### config.mk
export PLATFORM = sky130hd
export DESIGN_NAME = snake_dir_ctrl
export DESIGN_NICKNAME = d
export VERILOG_FILES = /design/src/rtl/snake_pkg.sv /design/src/rtl/key_sync.sv /design/src/rtl/snake_dir_ctrl.sv
export SDC_FILE = /design/constraint.sdc
export NUM_CORES = 1
export LEC_CHECK = 0
export BUFFER_PORTS_ARGS = -buffer_cell sky130_fd_sc_hd__buf_2
export CAP_MARGIN = 20
export CORE_ASPECT_RATIO = 1.2
export CORE_MARGIN = 4
export CORE_UTILIZATION = 54
export CTS_BUF_LIST = sky130_fd_sc_hd__clkbuf_8
export CTS_CLUSTER_DIAMETER = 40
export DETAILED_ROUTE_END_ITERATION = 8
export PLACE_DENSITY_LB_ADDON = 0.25
export SYNTH_ARGS = -nofsm -noshare
export SYNTH_HDL_FRONTEND = slang
export SYNTH_SLANG_ARGS = --single-unit
### constraint.sdc
create_clock -name clock -period 3.4 [get_ports clock]
set_input_delay 0.17 -clock clock [delete_from_list [all_inputs] [get_ports clock]]
set_output_delay 0.17 -clock clock [all_outputs]
set_load 0.05 [all_outputs]
### src/rtl/snake_pkg.sv
// snake_pkg: shared direction encodings and helper functions for the snake
// direction controller.
//   DIR_*         one-hot headings as produced by the keyboard decoder
//   opposite_dir  returns the heading 180 degrees from the argument
//   is_onehot4    true when exactly one of four bits is set
package snake_pkg;

  localparam logic [3:0] DIR_NONE  = 4'b0000;
  localparam logic [3:0] DIR_UP    = 4'b0001;
  localparam logic [3:0] DIR_DOWN  = 4'b0010;
  localparam logic [3:0] DIR_LEFT  = 4'b0100;
  localparam logic [3:0] DIR_RIGHT = 4'b1000;

  // Reverse of a one-hot heading; anything else maps to DIR_NONE so it can
  // never match a real heading.
  function automatic logic [3:0] opposite_dir(input logic [3:0] dir);
    logic [3:0] res;
    case (dir)
      DIR_UP:    res = DIR_DOWN;
      DIR_DOWN:  res = DIR_UP;
      DIR_LEFT:  res = DIR_RIGHT;
      DIR_RIGHT: res = DIR_LEFT;
      default:   res = DIR_NONE;
    endcase
    return res;
  endfunction

  // Clearing the lowest set bit leaves zero only for a single-bit value.
  function automatic logic is_onehot4(input logic [3:0] v);
    return (v != 4'b0000) && ((v & (v - 4'b0001)) == 4'b0000);
  endfunction

endpackage

### src/rtl/key_sync.sv
// key_sync: brings the decoder's 4-bit direction code into the system clock
// domain and filters out multi-bit skew.
//   clock, reset  system clock, synchronous active-high reset
//   key_in        asynchronous direction code (4 bits)
//   key_next      value the stable register holds after this edge
//   new_key       high in the cycle the stable value changes to a new one-hot
//                 code; qualifies key_next and is consumed on the same edge
module key_sync
  import snake_pkg::*;
#(
  parameter int SYNC_STAGES = 2
) (
  input  logic       clock,
  input  logic       reset,
  input  logic [3:0] key_in,
  output logic [3:0] key_next,
  output logic       new_key
);

  logic [3:0] sync_q [SYNC_STAGES];
  logic [3:0] sync_d [SYNC_STAGES];
  logic [3:0] last_q;
  logic [3:0] last_d;
  logic [3:0] stable_q;
  logic [3:0] stable_d;
  logic       load_s;
  logic [3:0] synced_s;

  // Synchronizer shift, skew filter and change detection.
  always_comb begin
    sync_d[0] = key_in;
    for (int i = 1; i < SYNC_STAGES; i++) begin
      sync_d[i] = sync_q[i-1];
    end
    synced_s = sync_q[SYNC_STAGES-1];
    last_d   = synced_s;
    // Only a value seen on two consecutive cycles is trusted; during skew
    // the bits disagree between cycles and the stable value holds.
    load_s   = (synced_s == last_q);
    if (load_s) begin
      stable_d = synced_s;
    end else begin
      stable_d = stable_q;
    end
    new_key  = load_s && is_onehot4(synced_s) && (synced_s != stable_q);
    key_next = stable_d;
  end

  // State registers with synchronous reset.
  always_ff @(posedge clock) begin
    if (reset) begin
      for (int i = 0; i < SYNC_STAGES; i++) begin
        sync_q[i] <= 4'b0000;
      end
      last_q   <= 4'b0000;
      stable_q <= 4'b0000;
    end else begin
      for (int i = 0; i < SYNC_STAGES; i++) begin
        sync_q[i] <= sync_d[i];
      end
      last_q   <= last_d;
      stable_q <= stable_d;
    end
  end

endmodule

### src/rtl/snake_dir_ctrl.sv
// snake_dir_ctrl: turns keyboard direction codes into a legal snake heading.
// Turns equal or opposite to the reference heading are rejected, legal ones
// are queued and released one per game tick.
//   clock, reset  system clock, synchronous active-high reset
//   mapped_key    decoder output (async), only [3:0] used
//   enable        game running; low clears the queue and freezes the heading
//   game_tick     one-cycle pulse per snake step
//   direction     current one-hot heading
//   dir_changed   pulse in the cycle after direction was loaded
//   queue_count   number of pending turns
//   rejected      pulse: turn equal/opposite to reference heading
//   dropped       pulse: legal turn lost to a full queue
module snake_dir_ctrl
  import snake_pkg::*;
#(
  parameter int         QUEUE_DEPTH = 2,
  parameter int         SYNC_STAGES = 2,
  parameter logic [3:0] INIT_DIR    = 4'b1000
) (
  input  logic       clock,
  input  logic       reset,
  input  logic [7:0] mapped_key,
  input  logic       enable,
  input  logic       game_tick,
  output logic [3:0] direction,
  output logic       dir_changed,
  output logic [2:0] queue_count,
  output logic       rejected,
  output logic       dropped
);

  localparam int               PTR_W    = (QUEUE_DEPTH > 1) ? $clog2(QUEUE_DEPTH) : 1;
  localparam logic [PTR_W-1:0] PTR_LAST = PTR_W'(QUEUE_DEPTH - 1);
  localparam logic [PTR_W-1:0] PTR_ZERO = {PTR_W{1'b0}};
  localparam logic [2:0]       CNT_MAX  = 3'(QUEUE_DEPTH);

  // Circular increment wrapping at QUEUE_DEPTH-1.
  function automatic logic [PTR_W-1:0] ptr_inc(input logic [PTR_W-1:0] p);
    if (p == PTR_LAST) begin
      return PTR_ZERO;
    end else begin
      return p + PTR_W'(1);
    end
  endfunction

  logic [3:0]       mem_q [QUEUE_DEPTH];
  logic [3:0]       mem_d [QUEUE_DEPTH];
  logic [PTR_W-1:0] rd_ptr_q, rd_ptr_d;
  logic [PTR_W-1:0] wr_ptr_q, wr_ptr_d;
  logic [2:0]       count_q, count_d;
  logic [3:0]       direction_q, direction_d;
  logic             dir_changed_q, dir_changed_d;
  logic             rejected_q, rejected_d;
  logic             dropped_q, dropped_d;

  logic [3:0]       key_s;
  logic             new_key_s;
  logic [PTR_W-1:0] tail_idx_s;
  logic [3:0]       ref_dir_s;
  logic             illegal_s;
  logic             full_s;
  logic             pop_s;
  logic             push_s;
  logic             unused_key_hi_s;

  assign unused_key_hi_s = ^mapped_key[7:4];

  key_sync #(
    .SYNC_STAGES(SYNC_STAGES)
  ) u_key_sync (
    .clock   (clock),
    .reset   (reset),
    .key_in  (mapped_key[3:0]),
    .key_next(key_s),
    .new_key (new_key_s)
  );

  // Classification, queue push/pop and heading update.
  always_comb begin
    for (int i = 0; i < QUEUE_DEPTH; i++) begin
      mem_d[i] = mem_q[i];
    end
    rd_ptr_d      = rd_ptr_q;
    wr_ptr_d      = wr_ptr_q;
    count_d       = count_q;
    direction_d   = direction_q;
    dir_changed_d = 1'b0;
    rejected_d    = 1'b0;
    dropped_d     = 1'b0;

    // wr_ptr points at the next free slot, so the newest entry is one behind.
    if (wr_ptr_q == PTR_ZERO) begin
      tail_idx_s = PTR_LAST;
    end else begin
      tail_idx_s = wr_ptr_q - PTR_W'(1);
    end
    if (count_q != 3'd0) begin
      ref_dir_s = mem_q[tail_idx_s];
    end else begin
      ref_dir_s = direction_q;
    end
    illegal_s = (key_s == ref_dir_s) || (key_s == opposite_dir(ref_dir_s));
    full_s    = (count_q == CNT_MAX);
    pop_s     = enable && game_tick && (count_q != 3'd0);
    // A pop on the same edge frees the slot the push needs.
    push_s    = enable && new_key_s && !illegal_s && (!full_s || pop_s);

    if (!enable) begin
      rd_ptr_d = PTR_ZERO;
      wr_ptr_d = PTR_ZERO;
      count_d  = 3'd0;
    end else begin
      if (pop_s) begin
        direction_d   = mem_q[rd_ptr_q];
        rd_ptr_d      = ptr_inc(rd_ptr_q);
        dir_changed_d = 1'b1;
      end else begin
        direction_d = direction_q;
      end
      // When full with a pop, this writes the head slot that is being read
      // out on the same edge; the read uses the pre-edge contents.
      if (push_s) begin
        mem_d[wr_ptr_q] = key_s;
        wr_ptr_d        = ptr_inc(wr_ptr_q);
      end else begin
        wr_ptr_d = wr_ptr_q;
      end
      if (new_key_s && illegal_s) begin
        rejected_d = 1'b1;
      end else if (new_key_s && !push_s) begin
        dropped_d = 1'b1;
      end else begin
        rejected_d = 1'b0;
        dropped_d  = 1'b0;
      end
      case ({push_s, pop_s})
        2'b10:   count_d = count_q + 3'd1;
        2'b01:   count_d = count_q - 3'd1;
        default: count_d = count_q;
      endcase
    end
  end

  // State and output registers with synchronous reset.
  always_ff @(posedge clock) begin
    if (reset) begin
      for (int i = 0; i < QUEUE_DEPTH; i++) begin
        mem_q[i] <= 4'b0000;
      end
      rd_ptr_q      <= PTR_ZERO;
      wr_ptr_q      <= PTR_ZERO;
      count_q       <= 3'd0;
      direction_q   <= INIT_DIR;
      dir_changed_q <= 1'b0;
      rejected_q    <= 1'b0;
      dropped_q     <= 1'b0;
    end else begin
      for (int i = 0; i < QUEUE_DEPTH; i++) begin
        mem_q[i] <= mem_d[i];
      end
      rd_ptr_q      <= rd_ptr_d;
      wr_ptr_q      <= wr_ptr_d;
      count_q       <= count_d;
      direction_q   <= direction_d;
      dir_changed_q <= dir_changed_d;
      rejected_q    <= rejected_d;
      dropped_q     <= dropped_d;
    end
  end

  assign direction   = direction_q;
  assign dir_changed = dir_changed_q;
  assign queue_count = count_q;
  assign rejected    = rejected_q;
  assign dropped     = dropped_q;

endmodule

-- Yosys cells after proc, flatten, opt, wreduce, memory -nomap -nowiden
Memories as Yosys holds them, arrays and structs flattened. A register that Yosys moved wholly into a read port is not among the register bits.
Cells that the tools add are included.
- memories: 2
- memory bits (writable): 16
- ROM bits: 0
- bits in latches: 0
- logic and storage cells: 81
- flip-flop bits (word level): 16
- memory list (name ; words ; width ; read ports ; clocked after memory_dff ; write ports ; line ; RTL):
    mem_q ; 2 ; 4 ; 4 ; 1 ; 2 ; snake_dir_ctrl.sv:46 ; logic [3:0] mem_q [QUEUE_DEPTH];
    u_key_sync.sync_q ; 2 ; 4 ; 2 ; 0 ; 2 ; key_sync.sv:20 ; logic [3:0] sync_q [SYNC_STAGES];
- multiplexer cells: 22
- $mul: 0
- bitwise operators: 7
- shifts and indexed selects: 0
- $lt $le $gt $ge: 2
- equal/unequal tests: 11
- divide/modulo/power cells: 0
- reduce and logical (&&, ||, !) cells: 23
- add/subtract/negate cells: 6
- operators with widths (cell ; count):
    $mux W4 ; 7
    $mux W8 ; 2
    $pmux W4 S4 ; 1
    $eq A4 B4 Y1 ; 3
    $logic_and A1 B1 Y1 ; 11
    $mux W1 ; 9
    $bwmux W8 ; 1
    $pmux W3 S2 ; 1
    $and A4 B4 Y4 ; 1
    $demux W4 S1 ; 1
    $eq A4 B1 Y1 const B ; 1
    $eq A4 B2 Y1 const B ; 1
    $eq A4 B3 Y1 const B ; 1
    $eq A4 B4 Y1 const B ; 1
    $logic_not A4 Y1 ; 1
    $ne A4 B4 Y1 ; 1
    $or A1 B1 Y1 ; 4
    $reduce_bool A4 Y1 ; 1
    $sub A4 B1 Y4 const B ; 1
    $add A3 B1 Y3 const B ; 1
    $eq A3 B2 Y1 const B ; 1
    $logic_not A1 Y1 ; 3
    $reduce_bool A3 Y1 ; 1
    $reduce_or A3 Y1 ; 1
    13 further kinds ; 15

-- Longest topological paths before layout
An unclocked memory read counts as a cell.
- word-level depth: 14
- mapped depth: 14

-- By module
From an unflattened synthesis, not the netlist that was laid out.
- cell total of the unflattened synthesis: 191
- area, all modules: 1939.4 um^2
- by module, submodules not included (module ; area each (um^2) ; cells an instance ; seq. area each (um^2) ; times used):
    snake_dir_ctrl ; 1199.9 ; 131 ; 400.4 ; 1
    key_sync ; 739.5 ; 60 ; 320.3 ; 1

-- Worst setup path before layout
Ideal clock, no wire load.
- path type: reg2reg
- from: register count_q[0] (netlist: queue_count[0])
- to: register count_q[2] (netlist: queue_count[2])
- library setup time: 70 ps
- cell stages (with the launch flop): 14
- period minus slack after synthesis: 3345 ps
- path slack: 55 ps
- path buffers: 1
- arrival time: 3275 ps
- cells stage by stage: dfxtp_1 > or3_1 > buf_2 > mux2i_1 > and2_1 > o311ai_0 > o311a_4 > o21ai_2 > ha_1 > inv_1 > fa_1 > xor2_1 > or3_1 > a21oi_1
- cells in the longest elaborated chain, start to end: 11
- elaborated cells between the ends (all ways): 23
- classes of those cells: add/sub (2); eq/ne (9); mux (3); reduce/logical (9)
- ends and longest elaborated chain (item ; line ; RTL):
    start: declaration ; snake_dir_ctrl.sv:50 ; logic [2:0] count_q, count_d;
    start signal: assignment ; snake_dir_ctrl.sv:163 ; count_q <= count_d;
    $reduce_bool A3 Y1 ; snake_dir_ctrl.sv:97, snake_dir_ctrl.sv:104 ;
    $mux W4 ; snake_dir_ctrl.sv:97 ; if (count_q != 3'd0) begin
    $eq A4 B4 Y1 (tied with other cells) ; snake_pkg.sv:18 ; case (dir)
    $pmux W4 S4 ; snake_pkg.sv:18 ;
    $eq A4 B4 Y1 ; snake_dir_ctrl.sv:102 ; illegal_s = (key_s == ref_dir_s) || (key_s == opposite_dir(ref_dir_s));
    $logic_or A1 B1 Y1 ; snake_dir_ctrl.sv:102 ;
    $logic_not A1 Y1 ; snake_dir_ctrl.sv:106 ; push_s = enable && new_key_s && !illegal_s && (!full_s || pop_s);
    $logic_and A1 B1 Y1 (2 in a row) ; snake_dir_ctrl.sv:106 ;
    $eq A2 B1 Y1 or $eq A2 B2 Y1 (tied branches) ; snake_dir_ctrl.sv:136 ; case ({push_s, pop_s})
    $pmux W3 S2 or $reduce_bool A2 Y1 (tied branches) ; - ;
Several ways; a longest one is shown, not always the timed one.
A chain may end at the register's enable or synchronous reset.

==> results.sh <==
export IMPL_cts_root_buf="clkbuf_8"
export IMPL_track_usage_pct=18.2
export IMPL_n_antenna_cell=0
export IMPL_port_buffers=17
export IMPL_synthXorXnorAreaFrac_pct=7.73
export IMPL_cts_buffers=5
export IMPL_synth_area_leaders="dfxtp_1, mux2i_1, xor2_1, nor2_1, nand2b_1"
export IMPL_peakVddDrop_mv=0.351
export IMPL_syn2layout_area_growth_pct=19.7
export IMPL_rows=22
export IMPL_maxCapViolCount=0
export IMPL_period_share_pct=98.0
export IMPL_initial_core_util_pct=57.7
export IMPL_maxSlewHeadroom_pct=62.8
export IMPL_synthMuxAreaShare_pct=12.8
export IMPL_grt_pass1_vias=1334
export IMPL_min_path_type="in2reg"
export IMPL_post_drt_wl_per_cell_microns=15.6
export IMPL_cts_tree="yes"
export IMPL_synth_largest_area_cell="dfxtp_1"
export IMPL_grt_overflow=0
export IMPL_drt_iter0_markers=62
export IMPL_drt_wl_total_mm=3.89
export IMPL_total_power_uw=900
export IMPL_num_vias=1412
export IMPL_clk_pin_slew_ns=0.07
export IMPL_ys_warn_count=0
export IMPL_clk_latency_ns=0.29
export IMPL_gp_congestion=0.792
export IMPL_synth_fp_nets=200
export IMPL_clock_sinks=36
export IMPL_grt_antenna_before_repair=0
export IMPL_drcViolationCount=0
export IMPL_status="completed"
export IMPL_critPathBufInv=1
export IMPL_routed_top_layer="met4"
export IMPL_die_y_microns=71.5
export IMPL_async_reset_ff_share_pct=0
export IMPL_synth_cell_types=48
export IMPL_synth_compound_area_share_pct=14.3
export IMPL_drtPass1Iterations=4
export IMPL_path_max_fanout=8
export IMPL_setup_viol=0
export IMPL_crit_type="reg2reg"
export IMPL_synth_fa_ha_area_share_pct=1.80
export IMPL_hpwl_mm=2.70
export IMPL_critPathTopFamily="simple AND/OR/NAND/NOR gates"
export IMPL_hold_violations=0
export IMPL_synth_edf_count=0
export IMPL_htree_levels=2
export IMPL_period_needed_ns=3.33
export IMPL_boundaryPins=22
export IMPL_synth_top_family_by_area="simple AND/OR/NAND/NOR gates"
export IMPL_fin_cells=249
export IMPL_grt_max_degree=32
export IMPL_power_density_mw_per_mm2=415
export IMPL_path_cells="xor2_1 > or4_4 > mux2_4 > o311a_4 > o21ai_4 > ha_4 > inv_1 > fa_1 > xor2_1 > or3_1 > a21oi_1"
export IMPL_grt_pass1_wl_mm=5.86
export IMPL_cp_arrival_ns=3.55
export IMPL_p_leak_uw=0.000922
export IMPL_wl_met3_microns=166
export IMPL_synth_top_cell_area_share_pct=39.8
export IMPL_rr_startpoint="u_key_sync.sync_q[0][5]"
export IMPL_synth_simple_area_share_pct=18.0
export IMPL_met2_length_mm=1.97
export IMPL_netlist_area_sq_mm=0.00181
export IMPL_synth_cells=186
export IMPL_postRouteAntennaNets=0
export IMPL_die_area_sq_mm=0.00435
export IMPL_seq_area_frac_synth_pct=39.8
export IMPL_coreArea_sq_mm=0.00314
export IMPL_max_freq_mhz=300
export IMPL_max_stage_delay_ns=0.64
export IMPL_cpMostUsedCell="xor2_1"
export IMPL_cp_start_kind="register"
export IMPL_wl_met1_mm=1.69
export IMPL_clock_path_buffers=2
export IMPL_die_w_microns=60.9
export IMPL_required_ns=3.62
export IMPL_synth_ff_type="dfxtp_1"
export IMPL_slowest_stage="or4_4"
export IMPL_post_synth_top_count_cell="dfxtp_1"
export IMPL_crit_path_end_kind="register"
export IMPL_skew_ns=0.00760
export IMPL_drt_vias_per_instance=5.67
export IMPL_placed_cells=238
export IMPL_yosys_top_cells_count="dfxtp_1, mux2i_1, nor2_1"
export IMPL_worst_pin_slew_ns=0.559
export IMPL_synth_seq_cells=36
export IMPL_hp_start="mapped_key[3]"
export IMPL_final_max_slew_viol_count=0
export IMPL_layout_nets=226
export IMPL_drive_gt1_share_pct=28.2
export IMPL_cp_startpoint="u_key_sync.sync_q[0][5]"
export IMPL_syn_area_per_cell_sq_um=9.74
-- path summary, 6_finish.rpt --
| kind | to | slack [ns] | depth (start not counted) |
|---|---|---|---|
| worst max-delay path | queue_count[2] | 0.07 | 11 |
| worst max register to register | queue_count[2] | 0.07 | 11 |
| worst min register to register | u_key_sync.sync_q[0][4] | 0.44 | 1 |
| worst min-delay path | u_key_sync.sync_q[0][3] | 0.09 | 2 |
-- worst register-to-register path, cell delays in order (launching register included) --
cell	delay, ns
dfxtp_1	0.32
xor2_1	0.18
or4_4	0.64
mux2_4	0.35
o311a_4	0.39
o21ai_4	0.17
ha_4	0.16
inv_1	0.06
fa_1	0.39
xor2_1	0.17
or3_1	0.31
a21oi_1	0.14
-- final cells by class --
cell class | instances | area [sq um]
fill | 242 | 970
tap | 36 | 45.0
multi-input combinational | 128 | 1080
sequential | 36 | 722
clock buffer | 5 | 68.8
clock inverter | 3 | 38.8
timing repair buffer | 28 | 168
inverter | 13 | 48.8
-- cell families (layout without fill, tap and decap cells) --
group           after synthesis  after routing
simple gates                 59             59
flops                        36             36
compound gates               29             29
mux                          22             22
buf+inv                      22             49
xor+xnor                     16             16
fa+ha+maj                     2              2
-- report_power, final --
part           total, uW  internal [uW]  switching (uW)
Sequential           435            430            4.84
Combinational        104           46.3            57.2
Clock                361            214             147
Total                900            691             209
-- stage by stage --
step           setup slack [ns]  utilization (%)  area (sq um)  hold slack [ns]  TNS (ns)
6_report                 0.0692             69.1          2170           0.0857         0
5_1_grt                 -0.0423             69.1          2170           0.0760   -0.0423
4_1_cts                  0.0454             66.5          2090           0.0829         0
3_5_place_dp             -0.116             62.2          1950            0.382    -0.116
3_3_place_gp            0.00588             62.2          1950            0.379         0
2_1_floorplan            0.0550                -          1810            0.298         0
-- registers in the layout, summed over array words and instances (netlist names) --
name and flops:
mem_q 8, u_key_sync.sync_q 8, direction 4, u_key_sync.last_q 4, u_key_sync.stable_q 4, queue_count 3, dir_changed 1, dropped 1
rd_ptr_q 1, rejected 1, wr_ptr_q 1
-- per-layer routing --
layer,vias to the layer above,track usage [%]
met4,0,6.27
met2,34,30.6
li1,700,-
met1,669,21.1
met3,9,6.13
met5,-,0
-- placed cells by master, fill, tap and decap left out, types with 2 or more instances in the layout --
master | synthesis | final
a211oi_1 | 3 | 3
a21o_1 | 2 | 2
a21oi_1 | 4 | 4
buf_2 | 1 | 17
buf_4 | 0 | 11
clkbuf_8 | 0 | 5
dfxtp_1 | 36 | 35
inv_1 | 12 | 13
mux2_2 | 3 | 2
mux2_4 | 1 | 2
mux2i_1 | 17 | 14
mux2i_4 | 0 | 3
nand2_1 | 2 | 2
nand2b_1 | 10 | 10
nand3_1 | 2 | 2
nand4_1 | 2 | 2
nor2_1 | 17 | 17
nor2b_1 | 10 | 10
nor4_1 | 4 | 4
o2111ai_1 | 2 | 2
o211ai_2 | 2 | 2
o21ai_0 | 2 | 2
o41ai_1 | 2 | 2
or2_2 | 4 | 4
xnor2_1 | 5 | 3
xnor2_2 | 0 | 2
xor2_1 | 11 | 11
-- what timing repair did --
action | CTS | global route
setup endpoints to repair | 1 | 2
setup buffers | 0 | 3
gates resized for setup | 5 | 11
pin swaps | 0 | 2
hold buffers | 0 | 0
cloned | 0 | 0
No activity file was read; power rests on OpenSTA's default activity.
